**src/rtl/mdu_iter_pkg.sv**
```systemverilog
// Shared definitions for the iterative multiply/divide unit:
// op encodings (RV32M funct3), FSM state enum and default width.
package mdu_iter_pkg;

  localparam int MDU_XLEN = 32;

  typedef enum logic [2:0] {
    MDU_MUL    = 3'b000,
    MDU_MULH   = 3'b001,
    MDU_MULHSU = 3'b010,
    MDU_MULHU  = 3'b011,
    MDU_DIV    = 3'b100,
    MDU_DIVU   = 3'b101,
    MDU_REM    = 3'b110,
    MDU_REMU   = 3'b111
  } mdu_op_e;

  typedef enum logic [1:0] {
    IDLE,
    CALC,
    FIX,
    DONE
  } mdu_state_e;

  // Divide family is identified by funct3[2].
  function automatic logic mdu_is_div(input mdu_op_e op);
    return op[2];
  endfunction

endpackage

```
**src/rtl/mdu_iter_signfix.sv**
```systemverilog
// Combinational two's-complement conditional negation.
// Ports: i_a/i_b values, i_neg_a/i_neg_b per-value negate, i_wide
// treats {i_a,i_b} as one 2W value negated by i_neg_a; o_a/o_b results.
module mdu_signfix #(
  parameter int W = 32
) (
  input  logic [W-1:0] i_a,
  input  logic [W-1:0] i_b,
  input  logic         i_neg_a,
  input  logic         i_neg_b,
  input  logic         i_wide,
  output logic [W-1:0] o_a,
  output logic [W-1:0] o_b
);

  logic [2*W-1:0] w_cat;
  logic [2*W-1:0] w_cat_n;
  logic [W-1:0]   w_a_n;
  logic [W-1:0]   w_b_n;

  assign w_cat   = {i_a, i_b};
  assign w_cat_n = ~w_cat + {{(2*W-1){1'b0}}, 1'b1};
  assign w_a_n   = ~i_a + {{(W-1){1'b0}}, 1'b1};
  assign w_b_n   = ~i_b + {{(W-1){1'b0}}, 1'b1};

  always_comb begin
    o_a = i_a;
    o_b = i_b;
    if (i_wide) begin
      if (i_neg_a) begin
        {o_a, o_b} = w_cat_n;
      end
    end else begin
      if (i_neg_a) o_a = w_a_n;
      if (i_neg_b) o_b = w_b_n;
    end
  end

endmodule

```
**src/rtl/mdu_iter.sv**
```systemverilog
// Iterative RV32M multiply/divide unit: radix-2 shift-add multiply and
// restoring divide, fixed XLEN+2 edge latency from accept to done.
// Ports: i_clk, i_rst (sync, active-high), i_start, i_op (funct3),
// i_src1, i_src2; o_busy, o_done (1-cycle pulse), o_result.
module mdu_iter
  import mdu_iter_pkg::*;
#(
  parameter int XLEN  = MDU_XLEN,
  parameter int CNT_W = $clog2(XLEN)
) (
  input  logic            i_clk,
  input  logic            i_rst,
  input  logic            i_start,
  input  logic [2:0]      i_op,
  input  logic [XLEN-1:0] i_src1,
  input  logic [XLEN-1:0] i_src2,
  output logic            o_busy,
  output logic            o_done,
  output logic [XLEN-1:0] o_result
);

  mdu_state_e        r_state;
  mdu_op_e           r_op;
  logic [CNT_W-1:0]  r_cnt;
  logic [XLEN-1:0]   r_a;
  logic [XLEN-1:0]   r_b;
  logic [2*XLEN-1:0] r_prod;
  logic [XLEN-1:0]   r_quo;
  logic [XLEN-1:0]   r_rem;
  logic              r_neg_a;
  logic              r_neg_b;
  logic [XLEN-1:0]   r_fix;
  logic              r_busy;
  logic              r_done;
  logic [XLEN-1:0]   r_result;

  mdu_op_e           w_op;
  logic              w_s1s;
  logic              w_s2s;
  logic              w_n1;
  logic              w_n2;
  logic [XLEN-1:0]   w_mag1;
  logic [XLEN-1:0]   w_mag2;
  logic [XLEN:0]     w_shift;
  logic              w_ge;
  logic [XLEN-1:0]   w_sub;
  logic [2*XLEN-1:0] w_addend;
  logic              w_div;
  logic [XLEN-1:0]   w_fa;
  logic [XLEN-1:0]   w_fb;
  logic [XLEN-1:0]   w_sel;

  assign w_op = mdu_op_e'(i_op);

  always_comb begin
    w_s1s = 1'b0;
    w_s2s = 1'b0;
    case (w_op)
      MDU_MULH, MDU_DIV, MDU_REM: begin
        w_s1s = 1'b1;
        w_s2s = 1'b1;
      end
      MDU_MULHSU: w_s1s = 1'b1;
      default: ;
    endcase
  end

  assign w_n1 = w_s1s & i_src1[XLEN-1];
  assign w_n2 = w_s2s & i_src2[XLEN-1];

  mdu_signfix #(.W(XLEN)) u_in (
    .i_a     (i_src1),
    .i_b     (i_src2),
    .i_neg_a (w_n1),
    .i_neg_b (w_n2),
    .i_wide  (1'b0),
    .o_a     (w_mag1),
    .o_b     (w_mag2)
  );

  // Restoring divide step: shift in next dividend bit, subtract if it fits.
  assign w_shift = {r_rem, r_a[r_cnt]};
  assign w_ge    = w_shift >= {1'b0, r_b};
  assign w_sub   = w_shift[XLEN-1:0] - r_b;

  // MSB-first shift-add multiply step.
  assign w_addend = r_b[r_cnt] ? {{XLEN{1'b0}}, r_a} : '0;

  assign w_div = mdu_is_div(r_op);

  mdu_signfix #(.W(XLEN)) u_out (
    .i_a     (w_div ? r_quo : r_prod[2*XLEN-1:XLEN]),
    .i_b     (w_div ? r_rem : r_prod[XLEN-1:0]),
    .i_neg_a (r_neg_a),
    .i_neg_b (r_neg_b),
    .i_wide  (~w_div),
    .o_a     (w_fa),
    .o_b     (w_fb)
  );

  assign w_sel = (r_op == MDU_MUL || r_op == MDU_REM || r_op == MDU_REMU)
               ? w_fb : w_fa;

  always_ff @(posedge i_clk) begin
    if (i_rst) begin
      r_state  <= IDLE;
      r_op     <= MDU_MUL;
      r_cnt    <= '0;
      r_a      <= '0;
      r_b      <= '0;
      r_prod   <= '0;
      r_quo    <= '0;
      r_rem    <= '0;
      r_neg_a  <= 1'b0;
      r_neg_b  <= 1'b0;
      r_fix    <= '0;
      r_busy   <= 1'b0;
      r_done   <= 1'b0;
      r_result <= '0;
    end else begin
      r_done <= 1'b0;
      case (r_state)
        IDLE: begin
          if (i_start) begin
            r_op    <= w_op;
            r_a     <= w_mag1;
            r_b     <= w_mag2;
            r_cnt   <= CNT_W'(XLEN - 1);
            r_prod  <= '0;
            r_quo   <= '0;
            r_rem   <= '0;
            // Quotient sign is forced positive on divide-by-zero so the
            // all-ones result survives the fix-up.
            r_neg_a <= w_op[2] ? ((w_n1 ^ w_n2) & (|i_src2))
                               : (w_n1 ^ w_n2);
            r_neg_b <= w_n1;
            r_busy  <= 1'b1;
            r_state <= CALC;
          end
        end
        CALC: begin
          if (w_div) begin
            r_rem        <= w_ge ? w_sub : w_shift[XLEN-1:0];
            r_quo[r_cnt] <= w_ge;
          end else begin
            r_prod <= {r_prod[2*XLEN-2:0], 1'b0} + w_addend;
          end
          if (r_cnt == '0) begin
            r_state <= FIX;
          end else begin
            r_cnt <= r_cnt - 1'b1;
          end
        end
        FIX: begin
          r_fix   <= w_sel;
          r_state <= DONE;
        end
        DONE: begin
          r_result <= r_fix;
          r_done   <= 1'b1;
          r_busy   <= 1'b0;
          r_state  <= IDLE;
        end
        default: r_state <= IDLE;
      endcase
    end
  end

  assign o_busy   = r_busy;
  assign o_done   = r_done;
  assign o_result = r_result;

endmodule

```
**config.mk**
```make
export PLATFORM = sky130hd
export DESIGN_NAME = mdu_iter
export DESIGN_NICKNAME = d
export VERILOG_FILES = /design/src/rtl/mdu_iter_pkg.sv /design/src/rtl/mdu_iter_signfix.sv /design/src/rtl/mdu_iter.sv
export SDC_FILE = /design/constraint.sdc
export NUM_CORES = 1
export LEC_CHECK = 0
export ABC_AREA = 1
export CORE_ASPECT_RATIO = 1.1
export CORE_MARGIN = 2
export CORE_UTILIZATION = 45
export CTS_CLUSTER_DIAMETER = 120
export CTS_CLUSTER_SIZE = 16
export DETAILED_ROUTE_END_ITERATION = 8
export GPL_TIMING_DRIVEN = 0
export SLEW_MARGIN = 20
export SYNTH_ARGS = -nofsm -noshare
export SYNTH_HDL_FRONTEND = slang
export SYNTH_SLANG_ARGS = --single-unit
```
**constraint.sdc**
```tcl
create_clock -name i_clk -period 9.9 [get_ports i_clk]
set_input_delay 1.485 -clock i_clk [delete_from_list [all_inputs] [get_ports i_clk]]
set_output_delay 1.485 -clock i_clk [all_outputs]
set_load 0.02 [all_outputs]
```
==> flow_summary.yaml <==
place:
  port_buffers: 102
  gpl.final_weighted_congestion: 1.06
  post_place_worst_slack_ps: 4890
  dpl.hpwl_um: 81100
synthesis:
  synth.top_cells.by_area: "sky130_fd_sc_hd__dfxtp_1 24%, sky130_fd_sc_hd__nand2_1 17%, sky130_fd_sc_hd__a21oi_1 9.5%, sky130_fd_sc_hd__nand3_1 8.2%, sky130_fd_sc_hd__inv_1 7.8%"
  syn_nets: 4071
  synth_warnings: 0
  synth_flop_cell: "sky130_fd_sc_hd__dfxtp_1"
  post-synth-top-area-fraction: 0.239
  synth_largest_area_cell: "sky130_fd_sc_hd__dfxtp_1"
  proportion_of_synthesized_flip_flops_having_asynchronous_set_or_reset: 0
  number_of_enable_type_register_cells_in_the_synthesized_netlist: 0
  postSynthRegisterBits: 270
  yosysMostFrequentCell: "sky130_fd_sc_hd__nand2_1"
  postSynthCellCount: 3923
  synthesis.area_per_instance_um2: 5.75
  synthesis.area_um2: 22600
  synth.cells.most_frequent: "1029 x sky130_fd_sc_hd__nand2_1, 470 x sky130_fd_sc_hd__inv_1, 427 x sky130_fd_sc_hd__a21oi_1, 419 x sky130_fd_sc_hd__nor2_1, 370 x sky130_fd_sc_hd__nand3_1"
  yosysSeqAreaShare: 0.239
  yosys.cell_types.count: 47
setup_path:
  timing.critical_path.mode_cell: "sky130_fd_sc_hd__nand2_1"
  data_arrival_time_of_the_critical_path_ps: 5710
  worst-setup-path-type: "reg2reg"
  timing.critical_path.from_type: "register"
  critPathSlowestCell: "sky130_fd_sc_hd__o21ai_0"
  timing.critical_path.fanout_max: 12
  critPathCaptureType: "register"
  crit_required_ps: 10310
  crit_path_leading_delay_family: "buffers and inverters"
  worstPathCellList: "clkbuf_1 > clkinv_1 > clkbuf_1 > a21oi_1 > o21ai_0 > a21oi_1 > nor4_1 > nand2_1 > inv_1 > buf_2 > nor2_1 > ha_1 > nand2_1 > nor2_1 > inv_1 > nor2_1 > nand3_1 > o21ai_0 > nand2_1 > nand2_1 > nand3_1 > nand3_1 > a21oi_1"
  critical_path.n_buffers_inverters: 6
  largest_stage_delay_on_the_critical_path_ps: 770
sta:
  finalWorstSetupSlack_ps: 4610
  rsz0062_at_grt: "no"
  finalCritPeriodShare: 0.535
  setup_viol_count_final: 0
  finalHoldViolCount: 0
  setup_tns_ps: 0
  worstMarginPinSlew_ps: 1140
  max_clock_freq_mhz: 189
  final-max-slew-violation-count: 0
  finalWorstPathRequiredPeriod_ps: 5290
  clock-skew-final_ps: 26.3
  maxSlewHeadroom: 0.243
clock_network:
  cts-hold-fix-buffers: 0
  clkSlewWorstSetupHoldPaths_ps: 80
  htree_levels: 1
  cts.repair_timing.setup_buffer_count: 0
  tritoncts_clock_tree: "built"
  post_cts_resize_count: 0
  insertion_delay_ps: 550
  ctsRootBufferMaster: "sky130_fd_sc_hd__clkbuf_16"
  inserted_clock_buffers: 21
  clock_sink_count: 270
  clockBufferDepth: 3
routing:
  antenna_violating_nets_post_route: 0
  post_drt_wl_per_cell_um: 21.0
  vias_per_cell: 5.66
  detailedRoute.firstPassIterationCount: 6
  drt-total-wl_um: 99000
  via_count: 26700
  drc_errors: 0
  first_iter_violations: 2796
global_route:
  grt_usage: 0.373
  gr-total-overflow: 0
  global_route_wire_length_before_repair_um: 147000
  number_of_antenna_violations_at_the_first_check_in_global_routing: 1
  first_global_vias: 24200
  grt_max_degree: 17
floorplan:
  placementRows: 86
  die_area_um2: 52000
  die_width_um: 218
  start_util: 0.453
  floorplan.io_pins: 104
  die_h_um: 239
  core_um2: 49800
power_and_ir_drop:
  power_leakage_uw: 0.0111
  powerDensity_nw_per_um2: 224
  p_comb_frac: 0.613
  switching_power_uw: 3030
  p_int_uw: 2570
  worst_supply_voltage_drop_on_vdd_mv: 0.138
  power_frac_seq: 0.240
  clock_power_share: 0.147
  p_sw_frac: 0.540
hold_path:
  worst_min_delay_path_class: "reg2reg"
final_layout:
  fillers: 5572
  num-nets-final: 4196
  multi_input_comb_area_um2: 14600
  drive_above_1_share: 0.0403
  antenna-diode-count: 0
  layout.area.seq_um2: 5410
  area_growth_syn_to_layout_pct: 10.7
run:
  maxCapViolCount: 0
status:
  run_status: "finished clean"
tightest hold or removal path, stage by stage, from the launching register on:
cell and delay [ps]:
sky130_fd_sc_hd__dfxtp_1 310, sky130_fd_sc_hd__nand2_1 60, sky130_fd_sc_hd__a21oi_1 50
sequential cells by signal (all words and copies together), names as in the netlist:
name	flops
r_rem	32
r_state	2
r_neg_a	1
r_b	32
r_fix	32
o_done	1
o_result	32
o_busy	1
r_cnt	5
r_neg_b	1
r_op	3
r_a	32
r_prod	64
r_quo	32
kinds of logic after synthesis:
logic type | count (synthesis) | synth area share
xor+xnor | 83 | 0.0322
compound gates | 821 | 0.191
buf+inv | 646 | 0.114
simple gates | 2025 | 0.379
flops | 270 | 0.239
fa+ha+maj | 78 | 0.0439
through the flow:
| stage | utilization | total power, uW | cells | hold slack, ps | instance area [um2] |
|---|---|---|---|---|---|
| CTS | 0.502 | 5510 | 4709 | 467 | 25000 |
| finish | 0.502 | 5600 | 4709 | 463 | 25000 |
| global placement | 0.490 | 4700 | 4685 | 449 | 24400 |
| global route | 0.502 | 5930 | 4709 | 477 | 25000 |
| detailed placement | 0.490 | 4680 | 4685 | 455 | 24400 |
| floorplan | - | 3520 | 3923 | 439 | 22600 |
power by group through the flow:
stage	Clock, uW	Sequential (uW)	Combinational (uW)
final	824	1340	3430
after global routing	870	1360	3700
after CTS	832	1340	3330
after detailed placement	0	1370	3320
after global placement	0	1360	3330
after floorplan	0	1370	2160
cell usage in the layout (no fill, tap or decap), types with 76 or more instances in the layout:
cell,n
sky130_fd_sc_hd__nand3_1,370
sky130_fd_sc_hd__dfxtp_1,270
sky130_fd_sc_hd__o21ai_0,300
sky130_fd_sc_hd__inv_1,470
sky130_fd_sc_hd__a21oi_1,427
sky130_fd_sc_hd__nand2_1,1029
sky130_fd_sc_hd__ha_1,76
sky130_fd_sc_hd__clkdlybuf4s50_1,102
sky130_fd_sc_hd__clkbuf_1,104
sky130_fd_sc_hd__nor2_1,419
cell type report:
type | count | area share
multi-input combinational | 3007 | 0.584
sequential | 270 | 0.216
inverter | 484 | 0.0727
timing repair buffer | 102 | 0.0409
tap | 660 | 0.0330
buffer | 162 | 0.0306
clock buffer | 23 | 0.0221
clock inverter | 1 | 0.000651
layer usage:
metal / GRT usage / up-vias / share of wire / routed length (um)
met4: 0.155 / 0 / 0.045 / 4490
met3: 0.0453 / 194 / 0.081 / 8010
met2: 0.604 / 1193 / 0.44 / 44000
li1: - / 13000 / - / -
met1: 0.500 / 12300 / 0.43 / 42400
met5: 0 / - / 0 / 0
path summary, 6_finish.rpt:
path / from / slack (ps) / depth (start not counted) / end
setup / recovery: r_cnt[1] / 4610 / 23 / r_prod[55]
hold / removal: r_quo[11] / 460 / 2 / r_quo[11]
setup reg to reg: r_cnt[1] / 4610 / 23 / r_prod[55]
hold reg to reg: r_quo[11] / 460 / 2 / r_quo[11]
No activity file was read; power rests on OpenSTA's default activity.
